$ cat config.mk
export PLATFORM = sky130hd
export DESIGN_NAME = tex_dcr_ctrl_flat
export DESIGN_NICKNAME = d
export VERILOG_FILES = /design/src/rtl/tex_dcr_ctrl_pkg.sv /design/src/rtl/tex_dcr_ctrl_if.sv /design/src/rtl/tex_dcr_ctrl_rr_arbiter.sv /design/src/rtl/tex_dcr_ctrl.sv /design/src/flat_wrapper.sv
export SDC_FILE = /design/constraint.sdc
export NUM_CORES = 2
export LEC_CHECK = 0
export ABC_AREA = 0
export BUFFER_PORTS_ARGS = -buffer_cell sky130_fd_sc_hd__buf_2
export CORE_ASPECT_RATIO = 2
export CORE_MARGIN = 2
export CORE_UTILIZATION = 50
export CTS_CLUSTER_SIZE = 20
export DETAILED_ROUTE_END_ITERATION = 7
export PLACE_DENSITY = 0.74
export SLEW_MARGIN = 5
export SYNTH_ARGS = -nofsm -noshare
export SYNTH_HDL_FRONTEND = slang
export SYNTH_HIERARCHICAL = 1
export SYNTH_SLANG_ARGS = --single-unit
$ cat constraint.sdc
create_clock -name clk -period 8.45 [get_ports clk]
set_input_delay 1.2675 -clock clk [delete_from_list [all_inputs] [get_ports clk]]
set_output_delay 1.2675 -clock clk [all_outputs]
set_load 0.02 [all_outputs]
$ cat src/rtl/tex_dcr_ctrl_pkg.sv
// Texture DCR types, address map and the per-stage field decoder shared by the controller.
package tex_dcr_ctrl_pkg;

    localparam int unsigned DCR_ADDR_BITS    = 12;
    localparam int unsigned TEX_STAGE_COUNT  = 2;
    localparam int unsigned TEX_STAGE_BITS   = 3;
    localparam int unsigned TEX_LOD_BITS     = 4;
    localparam int unsigned TEX_LOD_MAX      = 11;
    localparam int unsigned TEX_LOD_IDX_BITS = 4;
    localparam int unsigned TEX_MIPOFF_BITS  = 24;
    localparam int unsigned TEX_FORMAT_BITS  = 3;
    localparam int unsigned TEX_WRAP_BITS    = 2;

    typedef logic [DCR_ADDR_BITS-1:0] dcr_addr_t;

    localparam dcr_addr_t DCR_TEX_BASE        = 12'h100;
    localparam dcr_addr_t DCR_TEX_STAGE       = DCR_TEX_BASE;
    localparam dcr_addr_t DCR_TEX_ADDR        = DCR_TEX_BASE + 12'd1;
    localparam dcr_addr_t DCR_TEX_LOGDIM      = DCR_TEX_BASE + 12'd2;
    localparam dcr_addr_t DCR_TEX_FORMAT      = DCR_TEX_BASE + 12'd3;
    localparam dcr_addr_t DCR_TEX_FILTER      = DCR_TEX_BASE + 12'd4;
    localparam dcr_addr_t DCR_TEX_WRAP        = DCR_TEX_BASE + 12'd5;
    localparam dcr_addr_t DCR_TEX_MIPOFF      = DCR_TEX_BASE + 12'd6;
    localparam dcr_addr_t TEX_DCR_MIPOFF_LAST = dcr_addr_t'(DCR_TEX_MIPOFF + TEX_LOD_MAX);

    typedef struct packed {
        logic [31:0]                                   baddr;
        logic [1:0][TEX_LOD_BITS-1:0]                  logdims;
        logic [TEX_FORMAT_BITS-1:0]                    format;
        logic                                          filter;
        logic [1:0][TEX_WRAP_BITS-1:0]                 wraps;
        logic [TEX_LOD_MAX:0][TEX_MIPOFF_BITS-1:0]     mipoff;
    } tex_dcrs_t;

    function automatic int unsigned log2up(int unsigned n);
        return (n > 1) ? $clog2(n) : 1;
    endfunction

    // Applies one non-stage texture DCR write to a stage record; unknown addresses leave it untouched.
    function automatic tex_dcrs_t tex_dcr_update(tex_dcrs_t cur, dcr_addr_t addr, logic [31:0] data);
        tex_dcrs_t nxt;
        nxt = cur;
        case (addr)
            DCR_TEX_ADDR:   nxt.baddr = data;
            DCR_TEX_LOGDIM: begin
                nxt.logdims[0] = data[TEX_LOD_BITS-1:0];
                nxt.logdims[1] = data[16 +: TEX_LOD_BITS];
            end
            DCR_TEX_FORMAT: nxt.format = data[TEX_FORMAT_BITS-1:0];
            DCR_TEX_FILTER: nxt.filter = data[0];
            DCR_TEX_WRAP: begin
                nxt.wraps[0] = data[1:0];
                nxt.wraps[1] = data[17:16];
            end
            default: begin
                if (addr >= DCR_TEX_MIPOFF && addr <= TEX_DCR_MIPOFF_LAST)
                    nxt.mipoff[TEX_LOD_IDX_BITS'(addr - DCR_TEX_MIPOFF)] = data[TEX_MIPOFF_BITS-1:0];
            end
        endcase
        return nxt;
    endfunction

endpackage

$ cat src/rtl/tex_dcr_ctrl_if.sv
// DCR write bus plus texture-unit lookup request/response bundle.
interface tex_dcr_ctrl_if import tex_dcr_ctrl_pkg::*; #(
    parameter int unsigned NUM_REQS = 4
);
    localparam int unsigned REQ_BITS = log2up(NUM_REQS);

    logic                               dcr_wr_valid;
    dcr_addr_t                          dcr_wr_addr;
    logic [31:0]                        dcr_wr_data;
    logic [NUM_REQS-1:0]                req_valid;
    logic [NUM_REQS*TEX_STAGE_BITS-1:0] req_stage;
    logic [NUM_REQS-1:0]                req_ready;
    logic                               rsp_valid;
    logic [REQ_BITS-1:0]                rsp_idx;
    tex_dcrs_t                          rsp_dcrs;
    logic                               rsp_ready;

    modport master (
        output dcr_wr_valid, dcr_wr_addr, dcr_wr_data, req_valid, req_stage, rsp_ready,
        input  req_ready, rsp_valid, rsp_idx, rsp_dcrs
    );

    modport slave (
        input  dcr_wr_valid, dcr_wr_addr, dcr_wr_data, req_valid, req_stage, rsp_ready,
        output req_ready, rsp_valid, rsp_idx, rsp_dcrs
    );
endinterface

$ cat src/rtl/tex_dcr_ctrl_rr_arbiter.sv
// Round-robin arbiter; priority rotates past the last requester that actually handshook.
module tex_dcr_ctrl_rr_arbiter #(
    parameter int unsigned NUM_REQS = 4,
    parameter int unsigned REQ_BITS = 2
) (
    input  logic                clk,
    input  logic                reset_n,
    input  logic [NUM_REQS-1:0] requests,
    input  logic                enable,
    input  logic                unlock,
    output logic [NUM_REQS-1:0] grant_c,
    output logic [REQ_BITS-1:0] grant_idx_c
);

    logic [REQ_BITS-1:0] last_grant_q, last_grant_d;
    logic [REQ_BITS-1:0] cand_c;
    logic                found_c;

    always_comb begin
        found_c     = 1'b0;
        grant_idx_c = '0;
        cand_c      = '0;
        for (int unsigned i = 1; i <= NUM_REQS; i++) begin
            cand_c = REQ_BITS'((32'(last_grant_q) + i) % NUM_REQS);
            if (!found_c && requests[cand_c]) begin
                found_c     = 1'b1;
                grant_idx_c = cand_c;
            end
        end
    end

    always_comb begin
        grant_c      = (found_c && enable) ? (NUM_REQS'(1) << grant_idx_c) : '0;
        last_grant_d = unlock ? grant_idx_c : last_grant_q;
    end

    always_ff @(posedge clk or negedge reset_n) begin
        if (!reset_n) last_grant_q <= REQ_BITS'(NUM_REQS - 1);
        else          last_grant_q <= last_grant_d;
    end

endmodule

$ cat src/rtl/tex_dcr_ctrl.sv
// Per-stage texture DCR storage with a round-robin arbitrated, registered lookup port.
module tex_dcr_ctrl import tex_dcr_ctrl_pkg::*; #(
    parameter int unsigned NUM_REQS    = 4,
    parameter int unsigned STAGE_COUNT = TEX_STAGE_COUNT,
    parameter int unsigned REQ_BITS    = log2up(NUM_REQS)
) (
    input  logic           clk,
    input  logic           reset_n,
    tex_dcr_ctrl_if.slave  bus
);

    logic [TEX_STAGE_BITS-1:0] wr_stage_q, wr_stage_d;
    tex_dcrs_t                 dcrs_q [STAGE_COUNT];
    tex_dcrs_t                 dcrs_d [STAGE_COUNT];
    logic                      rsp_valid_q, rsp_valid_d;
    logic [REQ_BITS-1:0]       rsp_idx_q, rsp_idx_d;
    tex_dcrs_t                 rsp_dcrs_q, rsp_dcrs_d;

    logic [NUM_REQS-1:0]       grant_c;
    logic [REQ_BITS-1:0]       grant_idx_c;
    logic                      arb_en_c;
    logic                      handshake_c;
    logic [TEX_STAGE_BITS-1:0] grant_stage_c;
    logic [TEX_STAGE_BITS-1:0] dcr_stage_c;
    tex_dcrs_t                 rd_dcrs_c;

    assign dcr_stage_c = bus.dcr_wr_data[TEX_STAGE_BITS-1:0];

    // DCR decode: stage pointer writes are range-checked, everything else lands in the current stage.
    always_comb begin
        wr_stage_d = wr_stage_q;
        dcrs_d     = dcrs_q;
        if (bus.dcr_wr_valid) begin
            if (bus.dcr_wr_addr == DCR_TEX_STAGE) begin
                if (32'(dcr_stage_c) < STAGE_COUNT) wr_stage_d = dcr_stage_c;
            end else begin
                for (int unsigned s = 0; s < STAGE_COUNT; s++) begin
                    if (wr_stage_q == TEX_STAGE_BITS'(s))
                        dcrs_d[s] = tex_dcr_update(dcrs_q[s], bus.dcr_wr_addr, bus.dcr_wr_data);
                end
            end
        end
    end

    // A new grant is only offered when the response slot is free or being drained this cycle.
    assign arb_en_c = reset_n && (!rsp_valid_q || bus.rsp_ready);

    tex_dcr_ctrl_rr_arbiter #(
        .NUM_REQS (NUM_REQS),
        .REQ_BITS (REQ_BITS)
    ) u_arb (
        .clk         (clk),
        .reset_n     (reset_n),
        .requests    (bus.req_valid),
        .enable      (arb_en_c),
        .unlock      (handshake_c),
        .grant_c     (grant_c),
        .grant_idx_c (grant_idx_c)
    );

    assign bus.req_ready = grant_c;
    assign handshake_c   = |(bus.req_valid & grant_c);
    assign grant_stage_c = bus.req_stage[32'(grant_idx_c) * TEX_STAGE_BITS +: TEX_STAGE_BITS];

    // Read mux from the registered array, so same-cycle writes are not bypassed; out-of-range reads zero.
    always_comb begin
        rd_dcrs_c = '0;
        for (int unsigned s = 0; s < STAGE_COUNT; s++) begin
            if (grant_stage_c == TEX_STAGE_BITS'(s)) rd_dcrs_c = dcrs_q[s];
        end
    end

    always_comb begin
        rsp_valid_d = rsp_valid_q;
        rsp_idx_d   = rsp_idx_q;
        rsp_dcrs_d  = rsp_dcrs_q;
        if (handshake_c) begin
            rsp_valid_d = 1'b1;
            rsp_idx_d   = grant_idx_c;
            rsp_dcrs_d  = rd_dcrs_c;
        end else if (bus.rsp_ready) begin
            rsp_valid_d = 1'b0;
        end
    end

    always_ff @(posedge clk or negedge reset_n) begin
        if (!reset_n) begin
            wr_stage_q  <= '0;
            dcrs_q      <= '{default: '0};
            rsp_valid_q <= 1'b0;
            rsp_idx_q   <= '0;
            rsp_dcrs_q  <= '0;
        end else begin
            wr_stage_q  <= wr_stage_d;
            dcrs_q      <= dcrs_d;
            rsp_valid_q <= rsp_valid_d;
            rsp_idx_q   <= rsp_idx_d;
            rsp_dcrs_q  <= rsp_dcrs_d;
        end
    end

    assign bus.rsp_valid = rsp_valid_q;
    assign bus.rsp_idx   = rsp_idx_q;
    assign bus.rsp_dcrs  = rsp_dcrs_q;

endmodule

$ cat src/flat_wrapper.sv
// flat-port wrapper written by rule: the top's interface ports become plain ports
module tex_dcr_ctrl_flat import tex_dcr_ctrl_pkg::*;
#(
    parameter int unsigned NUM_REQS    = 4,
    parameter int unsigned STAGE_COUNT = TEX_STAGE_COUNT,
    parameter int unsigned REQ_BITS    = log2up(NUM_REQS)
)
  (clk, reset_n, bus_dcr_wr_valid, bus_dcr_wr_addr, bus_dcr_wr_data, bus_req_valid, bus_req_stage, bus_rsp_ready, bus_req_ready, bus_rsp_valid, bus_rsp_idx, bus_rsp_dcrs);
  tex_dcr_ctrl_if #(.NUM_REQS(NUM_REQS)) bus_i ();
  input  logic clk;
  input  logic reset_n;
  input wire logic [$bits(bus_i.dcr_wr_valid)-1:0] bus_dcr_wr_valid;
  input wire logic [$bits(bus_i.dcr_wr_addr)-1:0] bus_dcr_wr_addr;
  input wire logic [$bits(bus_i.dcr_wr_data)-1:0] bus_dcr_wr_data;
  input wire logic [$bits(bus_i.req_valid)-1:0] bus_req_valid;
  input wire logic [$bits(bus_i.req_stage)-1:0] bus_req_stage;
  input wire logic [$bits(bus_i.rsp_ready)-1:0] bus_rsp_ready;
  output wire logic [$bits(bus_i.req_ready)-1:0] bus_req_ready;
  output wire logic [$bits(bus_i.rsp_valid)-1:0] bus_rsp_valid;
  output wire logic [$bits(bus_i.rsp_idx)-1:0] bus_rsp_idx;
  output wire logic [$bits(bus_i.rsp_dcrs)-1:0] bus_rsp_dcrs;
  assign bus_i.dcr_wr_valid = bus_dcr_wr_valid;
  assign bus_i.dcr_wr_addr = bus_dcr_wr_addr;
  assign bus_i.dcr_wr_data = bus_dcr_wr_data;
  assign bus_i.req_valid = bus_req_valid;
  assign bus_i.req_stage = bus_req_stage;
  assign bus_i.rsp_ready = bus_rsp_ready;
  assign bus_req_ready = bus_i.req_ready;
  assign bus_rsp_valid = bus_i.rsp_valid;
  assign bus_rsp_idx = bus_i.rsp_idx;
  assign bus_rsp_dcrs = bus_i.rsp_dcrs;
  tex_dcr_ctrl #(.NUM_REQS(NUM_REQS), .STAGE_COUNT(STAGE_COUNT), .REQ_BITS(REQ_BITS)) u_core (.clk(clk), .reset_n(reset_n), .bus(bus_i));
endmodule
# Word level (Yosys, flattened, before mapping)
# Cells that the tools add are included.
[op_classes]
n_addsub = 5
n_mul = 1
div_mod_pow = 0
n_lt_le_gt_ge = 9
eq_ne = 8
n_shift = 2
n_mux = 25
bitwise = 3
reduce_logical = 30
[ops]
columns = ["cell", "n"]
rows = [
  ["2-to-1 mux 336 bit", 2],
  ["bitwise mux 288 bit", 2],
  ["demux 24 bit (select 4 bit)", 1],
  ["== test 12 x 9 -> 1 bit, second input constant", 6],
  ["AND reduction 4 bit", 10],
  ["2-to-1 mux 24 bit", 1],
  ["greater-or-equal comparator 12 x 9 -> 1 bit, second input constant", 1],
  ["less-or-equal comparator 12 x 9 -> 1 bit, second input constant", 1],
  ["< comparator 2 x 3 -> 1 bit, second input constant", 4],
  ["indexed part select 12 x 5 -> 3 bit", 1],
  ["2-to-1 mux 1 bit", 10],
  ["AND reduction 5 bit", 2],
  ["binary-select mux 1 bit (select 2 bit)", 4],
  ["2-to-1 mux 2 bit", 4],
  ["logical AND 1 bit", 7],
  ["== test 3 x 1 -> 1 bit, second input constant", 2],
  ["logical NOT 3 bit", 2],
  ["< comparator 4 x 5 -> 1 bit, second input constant", 1],
  ["OR reduction 5 bit", 1],
  ["adder 2 x 1 -> 2 bit, second input constant", 2],
  ["adder 2 bit, second input constant", 2],
  ["AND 4 bit", 1],
  ["greater-or-equal comparator 4 x 1 -> 1 bit, second input constant", 1],
  ["logical NOT 1 bit", 4],
  ["other kinds (10)", 11],
]
[word_totals]
reg_bits = 1016
latchBits = 0
mem_bits_rw = 0
rom_bits = 0
inputBits = 64
out_inout_bits = 343
elab_cells = 144
memories = 0

# Longest topological paths before layout
[logic_depth]
depth_word = 18
ltp_mapped = 12
ltp_nobuf = 10

# Hierarchy
# Netlist, hierarchy kept.
[modules_own_cells]
columns = ["module", "n_inst", "cells_per_inst", "area_each_um2", "seq_area_each_um2"]
rows = [
  ["tex_dcr_ctrl", 1, 3019, 41544.8, 25374.3],
  ["tex_dcr_ctrl_rr_arbiter", 1, 26, 269.0, 52.6],
]

# Worst setup path after synthesis
# Ideal clock, no wire load.
[synth_timing]
path_kind = "input port to flip-flop"
start = "input port bus_req_valid[3]"
end = "register u_core.u_arb.last_grant_q[1]"
setup_ns = 0.082
arrival_ns = 3.590
required_ns = 8.368
setup_slack_ns = 4.778
cell_stages = 9
path_buffers = 2
cell_sequence = "o41ai_2 -> inv_1 -> and4_1 -> a22o_1 -> a221oi_2 -> clkbuf_1 -> clkbuf_1 -> inv_1 -> mux2_2"
[synth_between]
elab_chain_len = 16
word_cells_on_any_way = 27
classes_between = "shift: 1; mux: 17; bitwise: 1; reduce/logical: 8"
[synth_lines]
columns = ["element", "line", "rtl"]
rows = [
  ["start, declared", "flat_wrapper.sv:15", "input wire logic [$bits(bus_i.req_valid)-1:0] bus_req_valid;"],
  ["binary-select mux 1 bit (select 2 bit)", "tex_dcr_ctrl_rr_arbiter.sv:25", "if (!found_c && requests[cand_c]) begin"],
  ["2-to-1 mux 1 bit (not written as such)", "tex_dcr_ctrl_rr_arbiter.sv:25", ""],
  ["2-to-1 mux 1 bit", "tex_dcr_ctrl_rr_arbiter.sv:25", ""],
  ["logical NOT 1 bit", "tex_dcr_ctrl_rr_arbiter.sv:25", ""],
  ["logical AND 1 bit", "tex_dcr_ctrl_rr_arbiter.sv:25", ""],
  ["2-to-1 mux 1 bit", "tex_dcr_ctrl_rr_arbiter.sv:25", ""],
  ["logical NOT 1 bit", "tex_dcr_ctrl_rr_arbiter.sv:25", ""],
  ["logical AND 1 bit", "tex_dcr_ctrl_rr_arbiter.sv:25", ""],
  ["[2 not listed]", "-", ""],
  ["logical AND 1 bit", "tex_dcr_ctrl_rr_arbiter.sv:25", ""],
  ["2-to-1 mux 2 bit / 2-to-1 mux 1 bit (equally long branches)", "tex_dcr_ctrl_rr_arbiter.sv:25", ""],
  ["<< shifter 1 x 2 -> 4 bit / logical AND 1 bit (equally long branches)", "tex_dcr_ctrl_rr_arbiter.sv:33", "grant_c = (found_c && enable) ? (NUM_REQS'(1) << grant_idx_c) : '0;"],
  ["2-to-1 mux 4 bit *", "tex_dcr_ctrl_rr_arbiter.sv:33", ""],
  ["named net bus_req_ready[2]", "flat_wrapper.sv:18", "output wire logic [$bits(bus_i.req_ready)-1:0] bus_req_ready;"],
  ["AND 4 bit *", "tex_dcr_ctrl.sv:62", "assign handshake_c = |(bus.req_valid & grant_c);"],
  ["OR reduction 4 bit *", "tex_dcr_ctrl.sv:62", ""],
  ["named net u_core.handshake_c", "tex_dcr_ctrl.sv:22", "logic handshake_c;"],
  ["end signal, assigned", "tex_dcr_ctrl_rr_arbiter.sv:38", "if (!reset_n) last_grant_q <= REQ_BITS'(NUM_REQS - 1);"],
  ["end signal, assigned", "tex_dcr_ctrl_rr_arbiter.sv:39", "else last_grant_q <= last_grant_d;"],
  ["end, declared", "tex_dcr_ctrl_rr_arbiter.sv:15", "logic [REQ_BITS-1:0] last_grant_q, last_grant_d;"],
]
# Mark *: on every way through the listed nets, which the timed path passes. The rest lies on a longest branch. The select of a mux whose other input is x is not followed.
# A chain may end at the register's enable or synchronous reset.

# Final worst setup path
[layout_timing]
start = "input port bus_req_valid[3]"
end = "register u_core.rsp_dcrs_q, in the netlist u_core/bus.rsp_dcrs[178]"
[layout_between]
elab_chain_len = 17
word_cells_on_any_way = 33
classes_between = "mul: 1; eq/ne: 1; shift: 2; mux: 19; bitwise: 1; reduce/logical: 9"
[layout_lines]
columns = ["element", "line", "rtl"]
rows = [
  ["binary-select mux 1 bit (select 2 bit)", "tex_dcr_ctrl_rr_arbiter.sv:25", ""],
  ["2-to-1 mux 1 bit (not written as such)", "tex_dcr_ctrl_rr_arbiter.sv:25", ""],
  ["2-to-1 mux 1 bit", "tex_dcr_ctrl_rr_arbiter.sv:25", ""],
  ["logical NOT 1 bit", "tex_dcr_ctrl_rr_arbiter.sv:25", ""],
  ["logical AND 1 bit", "tex_dcr_ctrl_rr_arbiter.sv:25", ""],
  ["2-to-1 mux 1 bit", "tex_dcr_ctrl_rr_arbiter.sv:25", ""],
  ["logical NOT 1 bit", "tex_dcr_ctrl_rr_arbiter.sv:25", ""],
  ["logical AND 1 bit", "tex_dcr_ctrl_rr_arbiter.sv:25", ""],
  ["2-to-1 mux 1 bit", "tex_dcr_ctrl_rr_arbiter.sv:25", ""],
  ["logical NOT 1 bit", "tex_dcr_ctrl_rr_arbiter.sv:25", ""],
  ["logical AND 1 bit", "tex_dcr_ctrl_rr_arbiter.sv:25", ""],
  ["2-to-1 mux 2 bit", "tex_dcr_ctrl_rr_arbiter.sv:25", ""],
  ["multiplier 2 x 2 -> 4 bit", "tex_dcr_ctrl.sv:63", "assign grant_stage_c = bus.req_stage[32'(grant_idx_c) * TEX_STAGE_BITS +: TEX_STAGE_BITS];"],
  ["indexed part select 12 x 5 -> 3 bit", "tex_dcr_ctrl.sv:63", ""],
  ["logical NOT 3 bit", "tex_dcr_ctrl.sv:69", "if (grant_stage_c == TEX_STAGE_BITS'(s)) rd_dcrs_c = dcrs_q[s];"],
  ["2-to-1 mux 336 bit (2 in series)", "tex_dcr_ctrl.sv:69", ""],
  ["end signal, assigned", "tex_dcr_ctrl.sv:98", "rsp_dcrs_q <= rsp_dcrs_d;"],
  ["end, declared", "tex_dcr_ctrl.sv:17", "tex_dcrs_t rsp_dcrs_q, rsp_dcrs_d;"],
]
# Parallel ways exist; a longest one is shown, timed or not. The select of a mux whose other input is x is not followed.

==> reports/metrics.csv <==
stage,metric,value,unit
logic_synthesis,synthesized area per cell,13.7,sq um
worst_setup_path,CP most frequent cell,buf_4,
logic_synthesis,top_reg_cell synth,dfrtp_1,
detailed_routing,Iteration-0 DRC Markers,1781,
floorplanning,standard-cell rows,150,
clocking,clock transition at the registers of the reported paths,0.06,ns
worst_setup_path,Worst Setup Start Kind,primary input,
worst_setup_path,Critical Path Slowest Stage Cell,buf_4,
worst_setup_path,"reg-to-reg slack, setup",4.17,ns
floorplanning,die height,413,microns
clocking,# clock sinks,1016,
clocking,CTS Buf Count,87,
timing,final hold violations,0,
global_route,Top Usage Layer GRT,met2,
detailed_routing,Routed WL,101,mm
layout,"Area growth, synth to finish",13.2,%
worst_setup_path,CP endpoint kind,flip-flop,
worst_setup_path,Max stage delay on crit path,0.80,ns
floorplanning,Die W,208,microns
logic_synthesis,Mapped Nets,3110,
layout,Multi-input gate area,0.0152,sq mm
pwr,total chip power,10.5,mW
global_route,grt met1 use,0.324,
detailed_routing,Via density,5.61,
pwr,Lkg Pwr,24.9,nW
placement,DP Wirelength,61.6,mm
floorplanning,initial core utilization,0.503,
timing,RSZ-0062 raised after global routing,no,
detailed_routing,via count,25100,
detailed_routing,# DRC,0,
logic_synthesis,Post-synth EDFFs,0,
clocking,Post-CTS Repair Setup Buffers,0,
worst_setup_path,Worst Path Buf+Inv,4,
worst_hold_path,Hold Path Depth,2,
global_route,first-pass GRT wire length,157,mm
pwr,Int Pwr,7.65,mW
placement,pre-CTS setup slack,3.24,ns
timing,Least-Margin Pin Slew,1.23,ns
pwr,Power Density,222,mW/mm^2
global_route,routing usage on met2,0.376,
global_route,largest net degree at the start of global routing,186,
timing,Pins Over Slew Limit,0,
logic_synthesis,distinct cell type count after synthesis,66,
clocking,CTS tree,yes,
floorplanning,die area,0.0861,sq mm
worst_setup_path,Crit path depth,10,
clocking,clock root buffer master,clkbuf_16,
layout,Nets,3405,
pwr,Combinational Power Share,0.134,
worst_setup_path,reg-to-reg startpoint,u_core/u_arb/last_grant_q[1],
layout,Final Cell Area,0.0473,sq mm
worst_setup_path,Crit Path Class,in -> reg,
logic_synthesis,Cells after Synth,3045,
floorplanning,# IOs,407,
pwr,Seq pwr share,0.468,
worst_setup_path,CP Max Fanout,77,
pwr,switch share,0.271,
placement,placer congestion estimate,0.820,
worst_setup_path,worst reg2reg endpoint,u_core/bus.rsp_dcrs[178],
timing,Tmin final,4.60,ns
worst_setup_path,critical path arrival,5.17,ns
worst_hold_path,Worst Hold Launch,u_core/bus.rsp_dcrs[280],
clocking,clock latency on the worst-skew pair,0.69,ns
clocking,hold_buf cts,0,
worst_hold_path,Hold EP,u_core/bus.rsp_dcrs[280],
clocking,Clock Path Buffers,3,
pwr,Clk pwr share,0.398,
layout,layout cell share with drive strength beyond 1,0.382,
layout,FILL cells,6711,
detailed_routing,drt first pass iters,5,
worst_setup_path,Top delay family on crit path,buffers and inverters,
timing,relative slew slack,0.179,
global_route,remaining global-route overflow,0,
timing,Fin Hold WS,0.477,ns
layout,register area,0.0254,sq mm
timing,crit share post-route,0.545,
global_route,GR met3 Demand/Resource,0.0634,
global_route,initial antenna violation count,7,
worst_setup_path,CP Launch Point,bus_req_valid[3],
run,maxcap violations,0,
clocking,Resized cells post-CTS,0,
logic_synthesis,yosys warns,6,
detailed_routing,drt wl/cell,22.6,microns
timing,setup TNS,0,ns
timing,max frequency,217,MHz
worst_setup_path,critical path cell sequence,buf_2 -> o41ai_2 -> inv_1 -> and4_1 -> a22o_1 -> a221oi_4 -> buf_4 -> buf_4 -> nand2_1 -> o21ai_0,
pwr,VDD IR max,262,uV
logic_synthesis,sequential fraction of the synthesis area,0.608,
timing,clk_skew,0.0253,ns
outcome,status,completed,
timing,setup ws final,3.85,ns
logic_synthesis,synthesized area,0.0418,sq mm
logic_synthesis,"FF+latch count, synth",1016,
worst_setup_path,WP data required,9.01,ns
timing,endpoints failing setup,0,
worst_setup_path,Worst R2R Path Depth,9,
worst_hold_path,Hold Crit Class,reg -> reg,
logic_synthesis,"FFs w/ async S/R, synth",1.00,
pwr,NetSw,2.85,mW
clocking,H-tree Lvls,3,
placement,I/O Buffers,406,
global_route,vias in the first global route,25900,
global_route,Global Route Usage Sum,0.237,
placement,DP Area,0.0443,sq mm
detailed_routing,Final ANT Viol Nets,0,
floorplanning,total core area,0.0831,sq mm
## sequential cells by signal, indices dropped and copies added, names as in the netlist
name and flops:
u_core/wr_stage_q 3, u_core/bus.rsp_valid 1, u_core/u_arb/last_grant_q 2, u_core/bus.rsp_idx 2
u_core/dcrs_q 672, u_core/bus.rsp_dcrs 336
## layer usage
layer,up-vias,share of wire
met1,13100,0.44
met4,10,0.021
met2,697,0.47
met3,126,0.071
met5,-,0.00052
li1,11200,-
## cell families (layout without fill, tap and decap cells)
| logic type | after synthesis | after routing | share of synthesized area |
|---|---|---|---|
| compound gates | 353 | 353 | 0.0446 |
| xor+xnor | 2 | 2 | 0.000599 |
| fa+ha+maj | 1 | 1 | 0.000299 |
| buf+inv | 235 | 601 | 0.0294 |
| flops | 1016 | 1016 | 0.608 |
| mux | 1014 | 1014 | 0.267 |
| other cells | 0 | 2 | 0 |
| simple gates | 424 | 424 | 0.0502 |
## final cells by class
cell class | instances | area share
Timing Repair Buffer | 439 | 0.0500
Multi-Input combinational cell | 1794 | 0.321
Inverter | 2 | 0.000159
Sequential cell | 1016 | 0.537
Tap cell | 1064 | 0.0281
Clock inverter | 37 | 0.00973
Antenna cell | 2 | 0.000106
Clock buffer | 123 | 0.0531
## cells in the mapped netlist, types with 2 or more instances
cell type	n	area, sq um
nand2_1	347	1300
buf_1	6	22.5
nand4_2	4	50.1
mux2_1	4	45.0
mux2_4	39	586
nor3_4	6	97.6
buf_6	26	293
buf_4	16	120
and2_1	7	43.8
clkbuf_1	125	469
a211oi_1	2	15.0
nor2_1	14	52.6
mux2i_1	336	3360
dfstp_2	2	52.6
nand4_1	2	12.5
nand4_4	10	213
and3_1	2	12.5
nor4b_2	2	30.0
nand3b_1	2	15.0
mux2_2	633	7130
nand2b_1	2	12.5
nand3_1	3	15.0
inv_1	2	7.51
nor3_2	2	20.0
nor3_1	4	20.0
buf_2	59	295
o21ai_0	336	1680
dfrtp_1	1014	25400
## worst min-delay path: stages (launching register included)
cell and delay [ns]:
dfrtp_1 0.34, nand2_1 0.04, o21ai_0 0.06
## worst max path at each step
stage	endpoint	slack, ns
floorplan	u_core/u_arb/last_grant_q[1]	4.78
global placement	u_core/bus.rsp_dcrs[28]	3.42
detailed placement	u_core/bus.rsp_dcrs[198]	3.24
CTS	u_core/bus.rsp_dcrs[178]	3.92
global route	u_core/bus.rsp_dcrs[58]	3.55
finish	u_core/bus.rsp_dcrs[178]	3.85
## per-stage QoR
step,utilization,std cells
6_report,0.569,4477
3_3_place_gp,0.533,4315
4_1_cts,0.569,4475
3_5_place_dp,0.533,4315
2_1_floorplan,-,3045
5_1_grt,0.569,4477
## layout by cell type, fill, tap and decap left out, types with 3 or more instances in the layout
cell and n:
nand2_1 346, mux2_4 39, nor3_1 4, clkbuf_8 18, clkbuf_1 17, nand4_2 4, dfrtp_1 1014, buf_2 405
mux2i_1 336, bufinv_16 8, clkbuf_16 88, buf_12 6, nor3_4 8, inv_6 5, nand3_1 3, clkinvlp_4 3
o21ai_0 336, nor2_1 14, clkinv_2 16, buf_4 27, and2_1 7, nand4_4 10, mux2_2 633, mux2_1 4
## power groups by stage
stage          clock (mW)  combinational (mW)  sequential, mW
2_1_floorplan           0               0.960            5.01
3_3_place_gp            0                1.41            5.00
3_5_place_dp            0                1.42            5.00
4_1_cts              4.28                1.42            4.91
5_1_grt              4.47                1.48            4.91
6_report             4.18                1.41            4.91
No activity file was read; power rests on OpenSTA's default activity.
